===== src/rtl/ble_cmd_rx.sv =====
`default_nettype none
// ============================================================================
//  Module   : ble_cmd_rx
//  Purpose  : Receives the BLE module's UART byte stream, frames 7-byte drive
//             command packets (A5 FLAGS DIR_H DIR_L SPD_H SPD_L CSUM),
//             validates them and presents heading / speed / run enable to
//             the drive stage. A watchdog drops run_en when valid commands
//             stop arriving.
//  Ports    : clock         in   system clock
//             reset         in   asynchronous active-high reset
//             uart_rx       in   serial data, asynchronous, idles high
//             dir_degrees   out  [8:0] commanded heading 0..359
//             target_speed  out  [9:0] commanded speed 0..1023
//             run_en        out  motors enabled
//             cmd_valid     out  one-cycle pulse, packet accepted
//             cmd_err       out  one-cycle pulse, packet rejected / framing
//  Revision : 1.0  initial release
// ============================================================================
module ble_cmd_rx #(
    parameter int CLKS_PER_BIT  = 868,
    parameter int BYTE_GAP_CLKS = 200000,
    parameter int WATCHDOG_CLKS = 50000000
) (
    input  logic       clock,
    input  logic       reset,
    input  logic       uart_rx,
    output logic [8:0] dir_degrees,
    output logic [9:0] target_speed,
    output logic       run_en,
    output logic       cmd_valid,
    output logic       cmd_err
);

    localparam int BIT_W = $clog2(CLKS_PER_BIT);
    localparam int GAP_W = $clog2(BYTE_GAP_CLKS + 1);
    localparam int WD_W  = $clog2(WATCHDOG_CLKS + 1);

    localparam logic [BIT_W-1:0] C_BIT_LAST  = BIT_W'(CLKS_PER_BIT - 1);
    localparam logic [BIT_W-1:0] C_HALF_LAST = BIT_W'(CLKS_PER_BIT / 2 - 1);
    localparam logic [GAP_W-1:0] C_GAP_LAST  = GAP_W'(BYTE_GAP_CLKS - 1);
    localparam logic [WD_W-1:0]  C_WD_LAST   = WD_W'(WATCHDOG_CLKS - 1);
    localparam logic [7:0]       C_HDR_BYTE  = 8'hA5;
    localparam logic [15:0]      C_DIR_MAX   = 16'd359;

    typedef enum logic [1:0] {
        RX_IDLE  = 2'd0,
        RX_START = 2'd1,
        RX_DATA  = 2'd2,
        RX_STOP  = 2'd3
    } rx_state_t;

    typedef enum logic [2:0] {
        P_HDR   = 3'd0,
        P_FLAGS = 3'd1,
        P_DIR_H = 3'd2,
        P_DIR_L = 3'd3,
        P_SPD_H = 3'd4,
        P_SPD_L = 3'd5,
        P_CSUM  = 3'd6
    } p_state_t;

    // ------------------------------------------------------------------
    // Synchronizer and UART receiver
    // ------------------------------------------------------------------
    logic             sync1_q;
    logic             sync2_q;
    logic             prev_q;
    rx_state_t        rx_state_q;
    logic [BIT_W-1:0] bit_cnt_q;
    logic [2:0]       bit_idx_q;
    logic [7:0]       shift_q;
    logic             byte_stb_q;

    logic             bit_tick_w;
    logic             frame_err_w;

    assign bit_tick_w  = (bit_cnt_q == C_BIT_LAST);
    // Stop-bit sample low: reported in the same cycle so the parser can
    // register cmd_err one cycle after the failing sample.
    assign frame_err_w = (rx_state_q == RX_STOP) && bit_tick_w && !sync2_q;

    always_ff @(posedge clock or posedge reset) begin
        if (reset) begin
            sync1_q    <= 1'b1;
            sync2_q    <= 1'b1;
            prev_q     <= 1'b1;
            rx_state_q <= RX_IDLE;
            bit_cnt_q  <= '0;
            bit_idx_q  <= '0;
            shift_q    <= '0;
            byte_stb_q <= 1'b0;
        end else begin
            sync1_q    <= uart_rx;
            sync2_q    <= sync1_q;
            prev_q     <= sync2_q;
            byte_stb_q <= 1'b0;
            case (rx_state_q)
                RX_IDLE: begin
                    // Edge-triggered start so a stuck-low line after a
                    // framing error does not retrigger endlessly.
                    if (prev_q && !sync2_q) begin
                        rx_state_q <= RX_START;
                        bit_cnt_q  <= '0;
                    end
                end
                RX_START: begin
                    if (bit_cnt_q == C_HALF_LAST) begin
                        bit_cnt_q  <= '0;
                        bit_idx_q  <= '0;
                        rx_state_q <= sync2_q ? RX_IDLE : RX_DATA;
                    end else begin
                        bit_cnt_q <= bit_cnt_q + BIT_W'(1);
                    end
                end
                RX_DATA: begin
                    if (bit_tick_w) begin
                        bit_cnt_q <= '0;
                        shift_q   <= {sync2_q, shift_q[7:1]};
                        if (bit_idx_q == 3'd7) begin
                            rx_state_q <= RX_STOP;
                        end else begin
                            bit_idx_q <= bit_idx_q + 3'd1;
                        end
                    end else begin
                        bit_cnt_q <= bit_cnt_q + BIT_W'(1);
                    end
                end
                RX_STOP: begin
                    if (bit_tick_w) begin
                        bit_cnt_q  <= '0;
                        rx_state_q <= RX_IDLE;
                        byte_stb_q <= sync2_q;
                    end else begin
                        bit_cnt_q <= bit_cnt_q + BIT_W'(1);
                    end
                end
                default: rx_state_q <= RX_IDLE;
            endcase
        end
    end

    // ------------------------------------------------------------------
    // Packet parser, acceptance and watchdog
    // ------------------------------------------------------------------
    p_state_t         p_state_q;
    logic             run_flag_q;
    logic [7:0]       dir_h_q;
    logic [7:0]       dir_l_q;
    logic [7:0]       spd_h_q;
    logic [7:0]       spd_l_q;
    logic [7:0]       sum_q;
    logic [GAP_W-1:0] gap_q;
    logic [WD_W-1:0]  wd_q;

    logic [15:0]      dir_w;
    logic             pkt_ok_w;
    logic             accept_w;

    // shift_q is stable while byte_stb_q is high: the next shift is at
    // least half a bit period away.
    assign dir_w    = {dir_h_q, dir_l_q};
    assign pkt_ok_w = (shift_q == sum_q) && (dir_w <= C_DIR_MAX) &&
                      (spd_h_q[7:2] == 6'd0);
    assign accept_w = byte_stb_q && (p_state_q == P_CSUM) && pkt_ok_w;

    always_ff @(posedge clock or posedge reset) begin
        if (reset) begin
            p_state_q    <= P_HDR;
            run_flag_q   <= 1'b0;
            dir_h_q      <= '0;
            dir_l_q      <= '0;
            spd_h_q      <= '0;
            spd_l_q      <= '0;
            sum_q        <= '0;
            gap_q        <= '0;
            wd_q         <= '0;
            dir_degrees  <= '0;
            target_speed <= '0;
            run_en       <= 1'b0;
            cmd_valid    <= 1'b0;
            cmd_err      <= 1'b0;
        end else begin
            cmd_valid <= 1'b0;
            cmd_err   <= 1'b0;

            // Gap counter saturates at its last value; only meaningful
            // while a packet is in progress.
            if (byte_stb_q || (p_state_q == P_HDR)) begin
                gap_q <= '0;
            end else if (gap_q != C_GAP_LAST) begin
                gap_q <= gap_q + GAP_W'(1);
            end

            if (frame_err_w) begin
                p_state_q <= P_HDR;
                cmd_err   <= 1'b1;
            end else if (byte_stb_q) begin
                case (p_state_q)
                    P_HDR: begin
                        if (shift_q == C_HDR_BYTE) begin
                            p_state_q <= P_FLAGS;
                        end
                    end
                    P_FLAGS: begin
                        run_flag_q <= shift_q[0];
                        sum_q      <= shift_q;
                        p_state_q  <= P_DIR_H;
                    end
                    P_DIR_H: begin
                        dir_h_q   <= shift_q;
                        sum_q     <= sum_q + shift_q;
                        p_state_q <= P_DIR_L;
                    end
                    P_DIR_L: begin
                        dir_l_q   <= shift_q;
                        sum_q     <= sum_q + shift_q;
                        p_state_q <= P_SPD_H;
                    end
                    P_SPD_H: begin
                        spd_h_q   <= shift_q;
                        sum_q     <= sum_q + shift_q;
                        p_state_q <= P_SPD_L;
                    end
                    P_SPD_L: begin
                        spd_l_q   <= shift_q;
                        sum_q     <= sum_q + shift_q;
                        p_state_q <= P_CSUM;
                    end
                    P_CSUM: begin
                        if (pkt_ok_w) begin
                            dir_degrees  <= dir_w[8:0];
                            target_speed <= {spd_h_q[1:0], spd_l_q};
                            cmd_valid    <= 1'b1;
                        end else begin
                            cmd_err <= 1'b1;
                        end
                        p_state_q <= P_HDR;
                    end
                    default: p_state_q <= P_HDR;
                endcase
            end else if ((p_state_q != P_HDR) && (gap_q == C_GAP_LAST)) begin
                // Abandoned fragment: silently resynchronise.
                p_state_q <= P_HDR;
            end

            // Watchdog: an accepted packet takes priority over expiry.
            if (accept_w) begin
                run_en <= run_flag_q;
                wd_q   <= '0;
            end else if (run_en) begin
                if (wd_q == C_WD_LAST) begin
                    run_en <= 1'b0;
                    wd_q   <= '0;
                end else begin
                    wd_q <= wd_q + WD_W'(1);
                end
            end
        end
    end

endmodule
`default_nettype wire


===== config.mk =====
export PLATFORM = sky130hd
export DESIGN_NAME = ble_cmd_rx
export DESIGN_NICKNAME = d
export VERILOG_FILES = /design/src/rtl/ble_cmd_rx.sv
export SDC_FILE = /design/constraint.sdc
export NUM_CORES = 1
export LEC_CHECK = 0
export CAP_MARGIN = 20
export CORE_MARGIN = 10
export CORE_UTILIZATION = 55
export CTS_CLUSTER_SIZE = 8
export DETAILED_ROUTE_END_ITERATION = 8
export MAX_ROUTING_LAYER = met4
export PLACE_DENSITY = 0.85
export SLEW_MARGIN = 20
export SYNTH_ARGS = -nofsm -noshare
export SYNTH_HDL_FRONTEND = slang
export SYNTH_SLANG_ARGS = --single-unit

===== constraint.sdc =====
create_clock -name clock -period 8.8 [get_ports clock]
set_input_delay 2.64 -clock clock [delete_from_list [all_inputs] [get_ports clock]]
set_output_delay 2.64 -clock clock [all_outputs]
set_load 0.02 [all_outputs]

Word level (Yosys, flattened, before mapping)
Cells that the tools add are included.
Storage, ports and cells
  register bits after elaboration: 137
  input port bits: 3
  output and inout bits: 22
  word-level logic and storage cells: 124
Operators by class
  add/sub/neg operators: 5
  magnitude comparators: 1
  eq/ne operators: 24
  multiplexer cells: 39
  bitwise logic cells: 1
  reductions and logical operators: 32
Operator list (number)
  $mux W26: 3
  $mux W18: 2
  $mux W10: 3
  $pmux W10 S3: 1
  $add A26 B1 Y26 const B: 1
  $eq A26 B26 Y1 const B: 1
  $mux W3: 7
  $add A18 B1 Y18 const B: 1
  $eq A18 B18 Y1 const B: 1
  $ne A18 B18 Y1 const B: 1
  $pmux W3 S6: 1
  $reduce_and A3 Y1: 6
  $le A16 B9 Y1 const B: 1
  $pmux W8 S2: 1
  $mux W1: 13
  $eq A3 B3 Y1 const B: 4
  $mux W2: 6
  $ne A2 B2 Y1 const B: 6
  $add A10 B1 Y10 const B: 1
  $eq A10 B10 Y1 const B: 1
  $eq A10 B9 Y1 const B: 1
  $add A8 B8 Y8: 1
  $eq A8 B8 Y1: 1
  $eq A8 B8 Y1 const B: 1
  other kinds (22): 37

Longest topological paths before layout
Gate-level depths: netlist of the first run.
  depth after elaboration: 7
  depth in mapped cells: 8
  mapped depth without buffers: 8

Worst setup path before layout of the first run
No wires, ideal clock.
  path type: reg-to-output
  start: reg run_en
  end: out run_en
  data arrival time: 466 ps
  required time: 6160 ps
  slack: 5694 ps
  cell stages (with the launch flop): 1
  path buffers: 0
  path through: dfrtp_1
RTL lines
  from (decl): line 29  | output logic run_en,
  from (signal assigned): line 248  | run_en <= run_flag_q;
No word-level cell between the ends.

Worst setup path in the final report of the first run
  start: reg run_en
  end: out run_en
No word-level cell between the ends.

==> results.txt, run 1 <==
- The share of the Yosys chip area taken by registers is 0.497.
- Headroom to the max-slew limit came out at 0.241.
* Setup slack, reg-to-reg: 5.85 ns
* Vias in the first global route: 5,244
- Effective utilization at floorplan: 0.567
* Number of instances resized during post-cts repair: 0
* TritonCTS clock tree: done
* Placed Cells incl. Taps: 810
* Reg power frac: 0.459
* Worst Hold Path EP: sync2_q$_DFF_PP1_
* Total negative slack for setup checks: 0 ns
* Antenna diode count: 0
- Unrepaired setup endpoints after global routing: false
* Number of enable flip-flop cells after synthesis: 0
* Launching instance or port of the critical path: run_en$_DFF_PP0_
* Leading post-synthesis cells by instance count: 134 x dfrtp_1, 50 x mux2_2, 48 x nand2_1
- Initial antenna violation count: 0
* Via Count: 5,347
- Entering global routing, the biggest net connects 88 pins.
* Master of the slowest instance on the critical path: clkdlybuf4s50_1
- Highest ir drop seen on vdd: 0.150 mV
* Number of cell rows: 40
- Clock Tree Root: clkbuf_16
* Starting DRT DRC Count: 583
- Once the clock tree was built, the setup fixing pass inserted 0 buffers.
- The endpoint identified for the worst register-to-register timing path is wd_q[12]$_DFFE_PP0P_.
* Clock share of power: 0.497
- Across the routed clock network, the largest skew measured is 0.00661 ns.
* Clk pin slew, worst setup/hold paths: 0.06 ns
* Reported leakage power: 3.42 nW
* Total wire length after detailed routing: 15.6 mm
- Residual overflow from global routing: 0
- Cell internal power was estimated by the tool at 1.15 mW.
* CP top delay family: buffers and inverters
- Post-detailed-route via-to-cell ratio: 6.36
* Arrival @ worst endpoint: 1.54 ns
* Post-synth net total: 657
* Synthesized area: 0.00690 sq mm
* Cell type with the largest total area after synthesis: dfrtp_1
* Layout overhead on the synthesized area: 14.7%
- For the worst setup path, the data required time is 6.16 ns.
- Worst min-delay path startpoint: sync1_q$_DFF_PP1_
- Mean cell area of the mapped netlist: 10.8 sq um
* Wire per inst: 18.6 um
* Start-to-end type of the worst setup path: flip-flop to output pin
* Global-route wire length before repair: 26.0 mm
* Number of stages on the worst hold path: 0
* Clock latency at the later pin of the worst-skew pair: 0.42 ns
- Full die area: 0.0174 sq mm
* Setup crit end kind: output pin
- Number of CTS-inserted buffers: 17
- Power per Cell Area: 187 mW/mm^2
- Synthesis inferred 137 register bits.
- Net switching power figure: 0.329 mW
- Htree depth: 4
- Number of buffer cells added on primary ports: 24
- Clock tree synthesis found a total of 137 sinks.
- Number of DRC violations after detailed routing: 0
- 25 I/O pins were placed.
- In the final layout, the share of cells above drive strength 1 is 0.175.
- Number of optimization iterations in the first detailed-route pass: 5
- Endpoints failing hold: 0
* Width of the chip: 132 um
* DIE HEIGHT: 132 um
* Total of endpoints with negative setup slack in the final report: 0
* Slowest cell delay on critical path: 0.65 ns
* # Max-Cap Violations: 0
- Depth of the worst register-to-register path: 7
* Top area cells in the synthesized netlist: dfrtp_1 49%, mux2_2 8.2%, a31oi_1 3.3%
* Outcome: finished clean
* RR Startpoint: shift_q[4]$_DFFE_PP0P_
- Dominant cell by count in the synthesized netlist: dfrtp_1
- The share of total power dissipated in combinational logic is 0.044.
- Of the post-synthesis cell area, the dominant cell type holds 0.486.
* Worst Max-Slew Pin Slew: 1.13 ns
- Of the available clock period, the critical path in the final layout requires 0.475.
* Maximum fanout count along the critical path: 5
- Area of the core region: 0.0122 sq mm
- Share of synthesized registers carrying an async set or reset: 1.00
- Worst path bufs/invs: 1
- CP cell instances: clkdlybuf4s50_1
- After the last flow step, the layout net total stands at 678.
* Clk buf depth: 2
- Routability-driven placement finished with a final weighted congestion of 0.912.
* Peak Freq: 0.239 GHz
- Hold crit path type: flip-flop to flip-flop
* Post-detail-place hpwl: 10.2 mm
* Final critical path time including I/O delays and setup: 4.18 ns
* Leading register cell type out of synthesis: dfrtp_1
- For this run, the total global-route usage over all layers was measured as 0.185.
* Startpoint Class: flip-flop
- Number of nets with antenna violations after detailed routing: 0
* Switching share of total power: 0.223
* Synthesized netlist cell count: 640
- The count of cells in the finished layout, fillers not included, comes to 841.
- Number of synthesis warnings: 0
- Buffers inserted to repair hold after CTS numbered 0.
- Max-slew violations: 0
- The synthesized netlist contains 71 unique library cells.
[cell type report]
cell class	count	area (sq um)
Fill cell	907	4250
Sequential cell	137	3430
Multi-Input combinational cell	458	3310
Clock buffer	19	433
Timing Repair Buffer	29	278
Tap cell	168	210
Clock inverter	12	176
Inverter	18	72.6
[metrics by stage]
stage / power [mW] / cell area [sq um] / hold WS, ns / util / worst slack [ns]
floorplan: 0.732 / 6900 / 0.345 / - / 2.50
global placement: 0.745 / 7290 / 0.346 / 0.599 / 4.42
detailed placement: 0.752 / 7290 / 0.356 / 0.599 / 4.36
CTS: 1.49 / 7900 / 0.364 / 0.649 / 4.60
global route: 1.53 / 7910 / 0.365 / 0.651 / 4.57
finish: 1.48 / 7910 / 0.372 / 0.651 / 4.62
[flip-flops by register name (all words and copies together), names as in the netlist, 9 cells and up, named ones only]
name          cells
wd_q             26
gap_q            18
bit_cnt_q        10
target_speed     10
dir_degrees       9
[power by group through the flow]
stage | Sequential [mW] | Clock, mW | Combinational, mW
after CTS | 0.678 | 0.746 | 0.0665
after global routing | 0.682 | 0.774 | 0.0748
after floorplan | 0.676 | 0 | 0.0560
final | 0.679 | 0.734 | 0.0646
after global placement | 0.685 | 0 | 0.0605
after detailed placement | 0.687 | 0 | 0.0647
[worst max-delay path by stage]
stage                                to  slack [ns]  depth (start not counted)
2_1_floorplan                 async pin        2.50                          1
3_3_place_gp   bit_idx_q[0]$_DFFE_PP0P_        4.42                          3
3_5_place_dp   bit_cnt_q[1]$_DFFE_PP0N_        4.36                          3
4_1_cts                          run_en        4.60                          1
5_1_grt                          run_en        4.57                          1
6_report                         run_en        4.62                          1
[layout by cell type, fill, tap and decap left out, types with 5 or more instances in the layout]
cell type and count:
xor2_1 7, nor4_1 9, nor3_1 12, a41oi_1 8
buf_4 5, nor2b_1 5, ha_1 13, xnor2_1 13
mux2i_1 6, a31oi_1 35, clkdlybuf4s50_1 24, and3_1 11
mux2_2 50, a211oi_1 5, clkbuf_16 17, nand2_1 48
inv_1 17, a21oi_1 22, mux2_4 8, nand3_1 37
nand4_1 13, o21ai_0 22, nor2_1 32, nand4b_1 5
dfrtp_1 134, o211ai_1 6, nand2b_1 6
[per-layer routing]
layer	up-vias	global-route usage	wire length, um
met4	0	0.0797	357
met2	226	0.288	7610
met5	-	-	0
met1	2639	0.227	6770
met3	35	0.0400	883
li1	2447	-	-
[logic make-up (layout without fill, tap and decap cells)]
group | count (synthesis) | count (layout) | share of synthesized area
and+or+nand+nor | 225 | 225 | 0.186
DFF | 137 | 137 | 0.497
AOI/OAI and AO/OA | 131 | 131 | 0.125
muxes | 68 | 68 | 0.114
buffers and inverters | 45 | 78 | 0.0259
xor gates and xnor gates | 20 | 20 | 0.0254
adders and majority gates | 14 | 14 | 0.0265
No activity file was read; power rests on OpenSTA's default activity.
==> run 2: changes to the inputs <==
--- a/config.mk
+++ b/config.mk
@@ -11,7 +11,7 @@
 export CTS_CLUSTER_SIZE = 8
 export DETAILED_ROUTE_END_ITERATION = 8
 export MAX_ROUTING_LAYER = met4
-export PLACE_DENSITY = 0.85
+export PLACE_DENSITY = 0.88
 export SLEW_MARGIN = 20
 export SYNTH_ARGS = -nofsm -noshare
 export SYNTH_HDL_FRONTEND = slang
==> constraint.sdc (replaced) <==
create_clock -name clock -period 3.7 [get_ports clock]
set_input_delay 1.11 -clock clock [delete_from_list [all_inputs] [get_ports clock]]
set_output_delay 1.11 -clock clock [all_outputs]
set_load 0.02 [all_outputs]
==> results.txt, run 2 (synthesis gave the netlist of run 1 again) <==
- The flip-flop count of the largest register after layout was 26 (unchanged).
- In the finished design, the share of the clock period the worst path needs comes to 0.775.
- Slowest cell delay on critical path: 0.49 ns (-0.16 ns)
- Starting DRT DRC Count: 631 (+8.2%)
- Maximum fanout count along the critical path: 47 (+42)
- For this design, the slowest cell found on the critical path is dfrtp_1.
- Design Power: 3.46 mW (+130%)
- Clk buf depth: 2 (unchanged)
- The initial antenna violation count came to 0 (unchanged).
- Highest-count cells in the layout ignoring fill and taps: 134 x dfrtp_1, 50 x mux2_2, 48 x nand2_1
- Share of layout cells above drive strength 1: 0.175 (unchanged)
- TritonCTS built the clock tree.
- The maximum vdd drop is 0.463 mV (+210%).
* Number of nets with antenna violations after detailed routing: 0 (unchanged)
* Effective utilization at floorplan: 0.567 (unchanged)
* Post-CTS Setup Bufs: 0 (unchanged)
- The number of global-route vias before repair is 5,232 (-0.23%).
- Regs by FF count: wd_q x26, gap_q x18
- Compared with the post-synthesis result, the final layout area differs by 14.8%.
- The number of hold violations in the final report came to 0 (unchanged).
* Clock Tree Root: clkbuf_16
* Number of nets in the final layout: 678 (unchanged)
* Post-detail-place hpwl: 10.1 mm (-0.49%)
- The number of vias per cell was 6.37 (+0.21%).
* Hold buffer count at CTS: 0 (unchanged)
- The worst setup path is launched from a flip-flop.
* Antenna diode count: 0 (unchanged)
- Placed Cells incl. Taps: 810 (unchanged)
- The H-tree depth reported by CTS was 4 (unchanged).
- Setup crit end kind: flip-flop
- Area of the core region: 0.0122 sq mm (unchanged)
- Number of DRC violations after detailed routing: 0 (unchanged)
- Arrival @ worst endpoint: 3.14 ns (+1.60 ns)
- Timing would allow up to 0.349 GHz.
* Maximum number of pins on one net before global-route repair: 65 (-26%)
* I/O pin total: 25 (unchanged)
* Clk pin slew, worst setup/hold paths: 0.06 ns (about the same)
- The flow ran to the end, and the final reports show no timing, DRC or antenna violations.
- Number of cell rows: 40 (unchanged)
- CP cell instances: ha_1 > nor4_1 > and4_1 > nand4_1 > buf_4 > nand2_1 > a31oi_1
- Number of buffer cells added on primary ports: 24 (unchanged)
- Width of the chip: 132 um (unchanged)
* Reported leakage power: 3.42 nW (+0.11%)
* Unrepaired setup endpoints after global routing: false
- Total negative slack for setup checks: 0 ns (unchanged)
- Full die area: 0.0174 sq mm (unchanged)
- Wire per inst: 18.4 um (-1.1%)
* Max-slew violations: 0 (unchanged)
- The final worst clock skew came to 0.0133 ns (+0.00670 ns).
- Via Count: 5,358 (+0.21%)
- More flip-flops sit in one register than any other, and that register is wd_q.
- Total wire length after detailed routing: 15.5 mm (-1.1%)
- Most common cell after layout, fill and taps aside: dfrtp_1
- The height of the die is 132 um (unchanged).
- Power per Cell Area: 437 mW/mm^2 (+130%)
* Worst Max-Slew Pin Slew: 1.05 ns (-0.0763 ns)
- The number of standard cells in the layout, taps in and fillers out came to 841 (unchanged).
- The number of iterations in the first detailed-routing pass is 6 (+1).
- The number of buffers created by CTS came to 17 (unchanged).
- The max-cap violation count is 0 (unchanged).
* Number of instances resized during post-cts repair: 0 (unchanged)
* Post-place setup slack: 0.996 ns (-3.37 ns)
* All-layer global routing usage: 0.185 (about the same)
- Start-to-end type of the worst setup path: flip-flop to flip-flop
- The clock sink count came to 137 (unchanged).
* Relative slew slack: 0.292 (+0.0513)
- Residual overflow from global routing: 0 (unchanged)
- Total of endpoints with negative setup slack in the final report: 0 (unchanged)
- Final critical path time including I/O delays and setup: 2.87 ns
- Required time at the worst-slack endpoint: 3.97 ns (-2.19 ns)
* Global-route wire length before repair: 26.0 mm (about the same)
- Final worst-path setup slack: 0.831 ns (-3.79 ns)
* Clock latency at the later pin of the worst-skew pair: 0.43 ns (about the same)
- In this run the worst hold path is classified as flip-flop to flip-flop.
* Final weighted congestion of routability-driven global placement: 0.955 (+4.8%)
[run 2: cell count changes in the layout (fill, tap and decap cells not counted), sizes merged]
cell      previous run  this run
clkbuf              19        20
inv                 18        20
bufinv               4         2
clkinvlp             2         1
[run 2: stage by stage]
| step | hold WS (ns) | cell area, sq um | util |
|---|---|---|---|
| 2_1_floorplan | 0.345 | 6910 | - |
| 3_3_place_gp | 0.347 | 7310 | 0.601 |
| 3_5_place_dp | 0.354 | 7310 | 0.601 |
| 4_1_cts | 0.357 | 7910 | 0.650 |
| 5_1_grt | 0.356 | 7920 | 0.651 |
| 6_report | 0.359 | 7920 | 0.651 |
[run 2: worst max-delay path, delay by kind of cell (launching register included)]
family | cells | cell delay [ns]
and+or+nand+nor | 4 | 1.25
adders and majority gates | 1 | 0.42
AOI/OAI and AO/OA | 1 | 0.19
DFF | 1 | 0.49
buffers and inverters | 1 | 0.34
[run 2: routing by layer]
metal	vias up	GRT usage	wire length, um
met3	44	0.0408	851
met4	0	0.0847	408
met5	-	-	0
li1	2444	-	-
met1	2652	0.220	6400
met2	218	0.293	7790
[run 2: power by group]
part	total, mW	switching (mW)	internal (mW)
sequential	1.61	0.0671	1.54
combinational	0.154	0.0846	0.0695
clock	1.70	0.661	1.04
total	3.46	0.813	2.65
[run 2: path summary, 6_finish.rpt]
check | cells after the start | slack [ns] | from | endpoint
worst max-delay path | 7 | 0.83 | shift_q[4]$_DFFE_PP0P_ | wd_q[10]$_DFFE_PP0P_
worst min-delay path | 0 | 0.36 | sync1_q$_DFF_PP1_ | sync2_q$_DFF_PP1_
worst max register to register | 7 | 0.83 | shift_q[4]$_DFFE_PP0P_ | wd_q[10]$_DFFE_PP0P_
worst min register to register | 0 | 0.36 | sync1_q$_DFF_PP1_ | sync2_q$_DFF_PP1_
max in group asynchronous | 3 | 1.95 | reset | sync1_q$_DFF_PP1_
min in group asynchronous | 2 | 1.06 | reset | wd_q[25]$_DFFE_PP0P_
[run 2: cell type report]
type                    count  area (sq um)
clock buffers              20           457
inverters                  18          71.3
multi-input cells         458          3310
flip-flops and latches    137          3430
repair buffers             29           303
clock inverters            11           139
well taps                 168           210
fillers                   846          4240
